===== src/rtl/rect_plotter.sv =====
// Rectangle fill engine: one latched draw command becomes a raster-ordered
// stream of registered pixel writes, clipped against the visible screen.
module rect_plotter #(
  parameter int X_W      = 8,
  parameter int Y_W      = 7,
  parameter int COLOUR_W = 3,
  parameter int SIZE_W   = 8,
  parameter int SCREEN_W = 160,
  parameter int SCREEN_H = 120
) (
  input  logic                CLOCK_50,
  input  logic                reset,
  input  logic                start,
  input  logic                mode,
  input  logic [X_W-1:0]      x_in,
  input  logic [Y_W-1:0]      y_in,
  input  logic [SIZE_W-1:0]   w_in,
  input  logic [SIZE_W-1:0]   h_in,
  input  logic [COLOUR_W-1:0] colour_in,
  output logic                busy,
  output logic                done,
  output logic [X_W-1:0]      vga_x,
  output logic [Y_W-1:0]      vga_y,
  output logic [COLOUR_W-1:0] vga_colour,
  output logic                vga_plot
);

  localparam int XY_W  = (X_W > Y_W) ? X_W : Y_W;
  localparam int SUM_W = ((XY_W > SIZE_W + 1) ? XY_W : SIZE_W + 1) + 1;
  localparam logic [SIZE_W:0] ONE = 1;

  typedef enum logic [1:0] {IDLE, DRAW, FIN} state_t;

  state_t state, state_nxt;

  logic [SIZE_W:0]   w_q, h_q, dx, dy;
  logic [X_W-1:0]    ox;
  logic [Y_W-1:0]    oy;
  logic [COLOUR_W-1:0] colour_q;
  logic [SUM_W-1:0]  px, py;
  logic              row_end, last_px, zero_size;
  logic              load, drawing, draw_q;

  assign px        = SUM_W'(ox) + SUM_W'(dx);
  assign py        = SUM_W'(oy) + SUM_W'(dy);
  assign row_end   = (dx == w_q - ONE);
  assign last_px   = row_end && (dy == h_q - ONE);
  assign zero_size = !mode && ((w_in == '0) || (h_in == '0));

  always_ff @(posedge CLOCK_50 or posedge reset) begin
    if (reset) state <= IDLE;
    else       state <= state_nxt;
  end

  always_comb begin
    state_nxt = state;
    case (state)
      IDLE:    if (start) state_nxt = zero_size ? FIN : DRAW;
      DRAW:    if (last_px) state_nxt = FIN;
      FIN:     state_nxt = IDLE;
      default: state_nxt = IDLE;
    endcase
  end

  // busy extends one cycle past DRAW so it covers the registered last pixel
  always_comb begin
    load    = (state == IDLE) && start;
    drawing = (state == DRAW);
    busy    = drawing || draw_q;
  end

  always_ff @(posedge CLOCK_50 or posedge reset) begin
    if (reset) begin
      w_q        <= '0;
      h_q        <= '0;
      ox         <= '0;
      oy         <= '0;
      colour_q   <= '0;
      dx         <= '0;
      dy         <= '0;
      draw_q     <= 1'b0;
      done       <= 1'b0;
      vga_x      <= '0;
      vga_y      <= '0;
      vga_colour <= '0;
      vga_plot   <= 1'b0;
    end else begin
      draw_q   <= drawing;
      done     <= (state == FIN);
      vga_plot <= drawing && (px < SUM_W'(SCREEN_W)) && (py < SUM_W'(SCREEN_H));
      if (load) begin
        colour_q <= colour_in;
        dx       <= '0;
        dy       <= '0;
        if (mode) begin
          ox  <= '0;
          oy  <= '0;
          w_q <= (SIZE_W+1)'(SCREEN_W);
          h_q <= (SIZE_W+1)'(SCREEN_H);
        end else begin
          ox  <= x_in;
          oy  <= y_in;
          w_q <= {1'b0, w_in};
          h_q <= {1'b0, h_in};
        end
      end else if (drawing) begin
        vga_x      <= px[X_W-1:0];
        vga_y      <= py[Y_W-1:0];
        vga_colour <= colour_q;
        if (row_end) begin
          dx <= '0;
          dy <= dy + ONE;
        end else begin
          dx <= dx + ONE;
        end
      end
    end
  end

endmodule


===== config.mk =====
export PLATFORM = sky130hd
export DESIGN_NAME = rect_plotter
export DESIGN_NICKNAME = d
export VERILOG_FILES = /design/src/rtl/rect_plotter.sv
export SDC_FILE = /design/constraint.sdc
export NUM_CORES = 1
export LEC_CHECK = 0
export BUFFER_PORTS_ARGS = -buffer_cell sky130_fd_sc_hd__buf_2
export CORE_ASPECT_RATIO = 2
export CORE_MARGIN = 4
export CORE_UTILIZATION = 60
export DETAILED_ROUTE_END_ITERATION = 6
export GPL_ROUTABILITY_DRIVEN = 0
export PLACE_DENSITY_LB_ADDON = 0.2
export REMOVE_ABC_BUFFERS = 1
export SLEW_MARGIN = 25
export SYNTH_ARGS = -nofsm -noshare
export SYNTH_HDL_FRONTEND = slang
export SYNTH_SLANG_ARGS = --single-unit

===== constraint.sdc =====
create_clock -name CLOCK_50 -period 6.05 [get_ports CLOCK_50]
set_input_delay 0.605 -clock CLOCK_50 [delete_from_list [all_inputs] [get_ports CLOCK_50]]
set_output_delay 0.605 -clock CLOCK_50 [all_outputs]
set_load 0.01 [all_outputs]

==> reports/summary.md, run 1 <==
### Setup path
* worst reg-to-reg path cell count: 9
* setup slack of the most critical reg-to-reg path: 3.33 ns
* capturing element type of the critical path: flip-flop
* WS Path Type: reg -> reg
* Worst Path Required: 6.26 ns
* Data arrival, critical path: 2.92 ns
* startpoint type of the worst setup path: flip-flop
* delay of the slowest cell on the worst path: 0.49 ns
* worst-path cell chain: ha_1 -> inv_1 -> fa_1 -> nor2b_1 -> o21a_1 -> o21ai_0 -> or3b_2 -> a2111oi_0 -> a211oi_1
* maximum fanout along the worst path: 7
* slowest library cell on the worst path: or3b_2

### Timing
* count of final max-slew check failures: 0
* final worst path period need: 2.72 ns
* final hold viol count: 0
* setup TNS: 0 ns
* clock tree skew after final layout: 0.00622 ns
* unrepaired setup endpoints after global routing: no
* max frequency: 368 MHz
* worst-case headroom to the max-slew limit: 41.8%
* count of endpoints failing setup in the final report: 0
* transition time at the pin with the least slew margin: 0.866 ns
* final period utilization: 44.9%

### Placement
* Port Buffer Count: 58
* dpl hpwl: 7.83 mm

### Run
* number of maximum-capacitance violations: 0

### Clock network
* clock root buffer master: clkbuf_16
* clock-pin slew on the worst setup and hold paths: 0.06 ns
* CTS tree: yes
* H-tree level count: 3
* number of buffers inserted during clock tree synthesis: 9
* source-to-sink clock delay at the later pin of the worst-skew pair: 0.34 ns
* Resized Gates After CTS: 0
* Clock Sink Count: 75
* number of hold buffers added after CTS: 0
* clk buf depth: 2
* number of buffers inserted to repair setup after CTS: 0

### Floorplan
* starting utilization of the core area: 62.1%
* Die Width: 69.8 microns
* area of the core: 7380 sq um
* die area: 9180 sq um
* Die Span Y: 132 microns
* number of I/O pins: 59
* # rows: 44

### Global routing
* Global Route Usage Sum: 25.6%
* number of global-route vias before repair: 4,101
* gr ovfl total: 0
* number of antenna violations at the first check in global routing: 0
* pin count of the biggest net entering global routing: 57
* wire length of the first global-routing pass: 19.0 mm

### Final layout
* Area Overhead vs Synth: 14.1%
* commonest cells after routing, fill and taps aside: 130 x nand2_1, 75 x dfrtp_1, 58 x buf_2, 30 x o21ai_0, 26 x nand3b_1
* commonest non-fill, non-tap cell in the layout: nand2_1
* final net count: 635
* diode count: 0
* end-of-flow core utilization: 70.9%
* share of final-layout standard cells stronger than drive strength 1: 16.4%

### Route
* remaining number of nets flagged by the antenna check after routing: 0
* Iter 0 DRT Violations: 235
* ratio of routed vias to standard cells: 6.02
* Residual DRC: 0
* wire length after detailed routing: 11.1 mm
* wire length per cell: 16.4 microns
* via total after detailed routing: 4,049
* total iterations of the first detailed-routing run: 5

### Synthesis
* Mapped Area: 4580 sq um
* number of synthesized flops with an enable pin: 0
* most used flip-flop cell after synthesis: dfrtp_1
* count of mapped cells out of synthesis: 529
* flop and latch count out of synthesis: 75
* yosys synthesis warning count: 0
* post-synthesis async set-or-reset flop share: 100%
* Avg Inst Size Synth: 8.66 sq um
* share of the yosys chip area belonging to registers: 41.0%
* number of distinct library cells after synthesis: 63

### Power
* power density over cell area: 438 nW/um^2
* Leak: 2.48 nW
* VDD IR max: 259 uV

### Hold path
* path class of the lowest-slack min-delay path: in -> async

### Outcome
* run status: finished clean

-- worst max-delay path: cells and delay by family, from the launching register on --
kind | cells | cell delay, ns
adders and majority gates | 2 | 0.45
and+or+nand+nor | 2 | 0.55
buffers and inverters | 1 | 0.07
AOI/OAI and AO/OA | 4 | 1.04
DFF | 1 | 0.48
-- power by group --
group | switching, mW | internal, mW | total [mW]
registers | 0.191 | 0.654 | 0.846
logic | 0.488 | 0.397 | 0.885
clock network | 0.203 | 0.358 | 0.561
total | 0.883 | 1.41 | 2.29
-- synthesized netlist by cell type (all sizes together), types with 3 or more instances --
library cell / instances / area share (%)
nand2: 131 / 11
dfrtp: 75 / 41
o21ai: 31 / 3.5
nand3b: 26 / 4.3
nor2: 26 / 2.1
clkbuf: 22 / 1.8
ha: 19 / 5.2
inv: 16 / 1.3
nand3: 14 / 1.5
xnor2: 12 / 2.3
a21oi: 11 / 1.2
xor2: 11 / 2.1
nor3: 9 / 1.2
nor4: 9 / 1.6
o211ai: 9 / 1.5
nand2b: 8 / 1.1
or2: 8 / 1.1
nor2b: 7 / 0.96
and2: 6 / 0.82
o221ai: 6 / 1.1
a31oi: 5 / 0.68
o21a: 5 / 0.82
a211oi: 4 / 0.66
a21o: 4 / 0.66
and3: 4 / 0.55
buf: 4 / 0.44
mux2i: 4 / 0.87
nor3b: 4 / 0.66
o31ai: 4 / 0.66
o21bai: 3 / 0.49
-- registers in the layout, summed over array words and instances (netlist names) --
register	cells
colour_q	3
done	1
draw_q	1
dx	9
dy	9
h_q	8
ox	8
oy	7
state	2
vga_colour	3
vga_plot	1
vga_x	8
vga_y	7
w_q	8
-- final cells by class --
type | instances | area [sq um]
Clock buffer | 10 | 229
Clock inverter | 6 | 80.1
Fill cell | 624 | 2150
Inverter | 16 | 60.1
Multi-Input combinational cell | 412 | 2550
Sequential cell | 75 | 1880
Tap cell | 92 | 115
Timing Repair Buffer | 62 | 320
-- cell families (layout without fill, tap and decap cells) --
kind of cell | Yosys count | after routing | share of synthesized area, %
muxes | 6 | 6 | 1.37
and+or+nand+nor | 259 | 259 | 28.0
AOI/OAI and AO/OA | 103 | 103 | 15.7
buffers and inverters | 42 | 94 | 3.55
DFF | 75 | 75 | 41.0
adders and majority gates | 21 | 21 | 6.06
xor gates and xnor gates | 23 | 23 | 4.40
-- final timing paths --
| path | from | end |
|---|---|---|
| min | reset | vga_x[6] |
| max reg2reg | dy[0] | vga_plot |
| min reg2reg | colour_q[1] | vga_colour[1] |
| min in group CLOCK_50 | colour_in[0] | colour_q[0] |
| max in group asynchronous | reset | h_q[2] |
| max | dy[0] | vga_plot |
-- routing by layer --
metal  vias up  part of all wire [%]  GRT usage [%]
met3        39                   4.4           4.36
met1      1941                    36           27.7
li1       1955                     -              -
met2       114                    56           46.9
met5         -                     0              0
met4         0                   3.6           12.6
-- through the flow --
stage	std cells	instance area (sq um)	power, mW	hold WS, ns	setup WS [ns]
2_1_floorplan	503	4480	1.47	0.439	3.10
3_3_place_gp	657	4920	1.69	0.448	3.39
3_5_place_dp	657	4920	1.72	0.452	3.33
4_1_cts	673	5230	2.30	0.264	3.31
5_1_grt	673	5230	2.47	0.295	3.16
6_report	673	5230	2.29	0.250	3.33
Note: power is estimated with default switching activity, not from simulation.
==> run 2: changes to the inputs <==
ABC_AREA = 1   (was unset)
CORE_UTILIZATION = 58   (was 60)
clock period = 2.65 ns   (was 6.05 ns; I/O delays follow)
==> run 2 against run 1 <==
Global-route usage rose by 0.67 points. Sequential power rose by 36%. Utilization fell by 2.4 points. Critical path depth rose by 2. Sequential share of layout area rose by 0.15 points. Total power rose by 4.3%. Die area rose by 2.2%. Combinational power fell by 92%. Routed wire length rose by 3.9%. Critical endpoint unchanged. Largest cell class unchanged. Highest routed layer unchanged.
==> reports/summary.md, run 2 <==
### Outcome
* run status: finished clean

### Clock network
* Resized Gates After CTS: 0, unchanged
* source-to-sink clock delay at the later pin of the worst-skew pair: 0.35 ns, about the same
* H-tree level count: 3, unchanged
* number of buffers inserted during clock tree synthesis: 9, unchanged
* number of buffers inserted to repair setup after CTS: 0, unchanged
* Clock Sink Count: 75, unchanged
* clk buf depth: 2, unchanged
* number of hold buffers added after CTS: 0, unchanged
* clock root buffer master: clkbuf_16
* CTS tree: yes
* clock-pin slew on the worst setup and hold paths: 0.06 ns, about the same

### Final layout
* share of final-layout standard cells stronger than drive strength 1: 15.4%, -0.98 points
* largest registers: dx x9, dy x9
* commonest non-fill, non-tap cell in the layout: nand2_1
* final-layout fill cell count: 643, +3.0%
* Cell Count, Final, Fillers Out: 764, +14%
* Area Overhead vs Synth: 14.8%
* final net count: 724, +14%
* diode count: 0, unchanged
* commonest cells after routing, fill and taps aside: 192 x nand2_1, 75 x dfrtp_1, 68 x nand3_1, 58 x buf_2, 56 x inv_1

### Timing
* count of endpoints failing setup in the final report: 0, unchanged
* unrepaired setup endpoints after global routing: no
* max frequency: 490 MHz, +33%
* clock tree skew after final layout: 0.00926 ns, +0.00304 ns
* worst-case headroom to the max-slew limit: 50.9%, +9.2 points
* final worst path period need: 2.04 ns, -0.678 ns
* final period utilization: 77.0%, +32 points
* final hold viol count: 0, unchanged
* final worst slack: 0.609 ns, -2.72 ns
* count of final max-slew check failures: 0, unchanged
* transition time at the pin with the least slew margin: 0.735 ns, -0.131 ns

### Run
* number of maximum-capacitance violations: 0, unchanged

### Setup path
* delay of the slowest cell on the worst path: 0.50 ns, about the same
* Data arrival, critical path: 2.32 ns, -0.60 ns
* WS Path Type: reg -> reg
* startpoint type of the worst setup path: flip-flop
* worst reg-to-reg path cell count: 11, +2
* Worst Path Required: 2.93 ns, -3.33 ns
* maximum fanout along the worst path: 6, -1
* Top cell by count, worst path: nand3_1
* slowest library cell on the worst path: dfrtp_1
* capturing element type of the critical path: flip-flop
* worst-path cell chain: ha_1 -> inv_1 -> fa_1 -> inv_1 -> nand3_1 -> nand2_1 -> xor2_1 -> nor2_1 -> nand3_1 -> nand3_1 -> nor2_1

### Power
* combinational group share of total power: 2.9%, -36 points
* part of the total power dissipated in sequential elements: 47.9%, +11 points
* fraction of power consumed by the clock network: 49.2%, +25 points
* power density over cell area: 459 nW/um^2, +4.7%
* Leak: 2.72 nW, +9.4%
* internal power of the cells: 1.86 mW, +32%
* net load switching power: 0.533 mW, -40%
* VDD IR max: 385 uV, +49%
* proportion of total power due to net switching: 22.3%, -16 points

### Synthesis
* number of distinct library cells after synthesis: 33, -48%
* most used flip-flop cell after synthesis: dfrtp_1
* main combinational cell family by area after synthesis: simple AND/OR/NAND/NOR gates
* post-synthesis cell type with the largest combined area: dfrtp_1
* cells taking the most area after synthesis: dfrtp_1 41%, nand2_1 16%, nand3_1 7.5%
* Mapped Area: 4540 sq um, -0.98%
* area fraction in and, or, nand and nor cells after synthesis: 33.2%, +5.2 points
* count of mapped cells out of synthesis: 609, +15%
* post-synth top area share: 41.4%, +0.41 points
* synthesized-area fraction occupied by xor and xnor cells: 4.63%, +0.24 points
* most used standard cell by instance count after synthesis: nand2_1
* top cell types by occurrence after synthesis: 192 x nand2_1, 75 x dfrtp_1, 68 x nand3_1, 57 x inv_1
* area fraction in compound gates after synthesis: 7.86%, -7.8 points
* number of synthesized flops with an enable pin: 0, unchanged
* share of the yosys chip area belonging to registers: 41.4%, +0.41 points
* Avg Inst Size Synth: 7.45 sq um, -14%
* post-synthesis async set-or-reset flop share: 100%, unchanged
* area share of fa/ha/maj cells after synthesis: 6.12%, +0.060 points
* proportion of synthesized area in mux cells: 0%, -1.4 points
* yosys synthesis warning count: 0, unchanged
* flop and latch count out of synthesis: 75, unchanged

### Route
* total iterations of the first detailed-routing run: 7, +2
* Iter 0 DRT Violations: 287, +22%
* wire length after detailed routing: 11.5 mm, +3.9%
* via total after detailed routing: 4,239, +4.7%
* Residual DRC: 0, unchanged
* wire length per cell: 15.0 microns, -8.5%
* ratio of routed vias to standard cells: 5.55, -7.8%
* remaining number of nets flagged by the antenna check after routing: 0, unchanged

### Hold path
* path class of the lowest-slack min-delay path: in -> async

### Global routing
* wire length of the first global-routing pass: 19.5 mm, +2.7%
* number of antenna violations at the first check in global routing: 0, unchanged
* number of global-route vias before repair: 4,416, +7.7%
* Global Route Usage Sum: 26.3%, +0.67 points
* gr ovfl total: 0, unchanged
* pin count of the biggest net entering global routing: 47, -18%

### Floorplan
* die area: 9380 sq um, +2.2%
* area of the core: 7600 sq um, +3.0%
* Die Span Y: 133 microns, +1.1%
* Die Width: 70.5 microns, +1.1%
* starting utilization of the core area: 59.7%, -2.4 points
* number of I/O pins: 59, unchanged
* # rows: 45, +2.3%

### Placement
* post-placement setup slack: 0.616 ns, -2.72 ns
* Port Buffer Count: 58, unchanged
* placed instance count: 748, +14%
* dpl hpwl: 8.64 mm, +10%

==> run 2: routing by layer <==
metal  GRT usage, %  part of all wire, %
met1           25.7                   35
met2           49.2                   57
met3           4.87                  3.7
met4           16.0                  4.9
met5              0                    0
==> run 2: cell type report <==
cell class / count / area [sq um] / share of cell area, %
Timing Repair Buffer: 63 / 340 / 6.54
Clock buffer: 11 / 253 / 4.85
Multi-Input combinational cell: 456 / 2360 / 45.3
Inverter: 60 / 225 / 4.33
Sequential cell: 75 / 1880 / 36.0
Clock inverter: 5 / 35.0 / 0.673
Tap cell: 94 / 118 / 2.26
==> run 2: worst max-delay path, delay by kind of cell (launching register included) <==
kind                     cells  cell delay, ns
AND/OR/NAND/NOR              6            0.56
flip-flops                   1            0.50
buffers and inverters        2            0.18
adder cells (fa/ha/maj)      2            0.57
XOR/XNOR                     1            0.18
==> run 2: kinds of logic after synthesis <==
logic type	after synthesis
AND/OR/NAND/NOR	343
XOR/XNOR	24
adder cells (fa/ha/maj)	21
AO/OA/AOI/OAI	68
flip-flops	75
buffers and inverters	78
==> run 2: worst paths after layout <==
path / startpoint / endpoint / slack, ns
max: dy[0] / vga_plot / 0.61
min: reset / vga_y[2] / 0.04
max reg2reg: dy[0] / vga_plot / 0.61
min reg2reg: vga_y[0] / vga_y[0] / 0.47
max in group asynchronous: reset / vga_y[0] / 1.92
min in group CLOCK_50: colour_in[1] / colour_q[1] / 0.13
==> run 2: metrics by stage <==
stage / hold WS, ns / power (mW) / util [%] / setup TNS (ns) / area [sq um]
floorplan: 0.382 / 1.19 / - / -18.44 / 4450
global placement: 0.413 / 1.23 / 64.7 / 0 / 4920
global route: 0.105 / 2.46 / 68.5 / 0 / 5210
CTS: 0.0620 / 2.41 / 68.5 / 0 / 5210
finish: 0.0370 / 2.39 / 68.5 / 0 / 5210
detailed placement: 0.428 / 1.24 / 64.7 / 0 / 4920
==> run 2: power groups by stage <==
| stage | clock network, mW | logic (mW) | registers [mW] |
|---|---|---|---|
| 4_1_cts | 1.19 | 0.0704 | 1.15 |
| 6_report | 1.18 | 0.0683 | 1.15 |
| 3_5_place_dp | 0 | 0.0703 | 1.17 |
| 5_1_grt | 1.24 | 0.0787 | 1.14 |
| 2_1_floorplan | 0 | 0.0242 | 1.17 |
| 3_3_place_gp | 0 | 0.0685 | 1.17 |
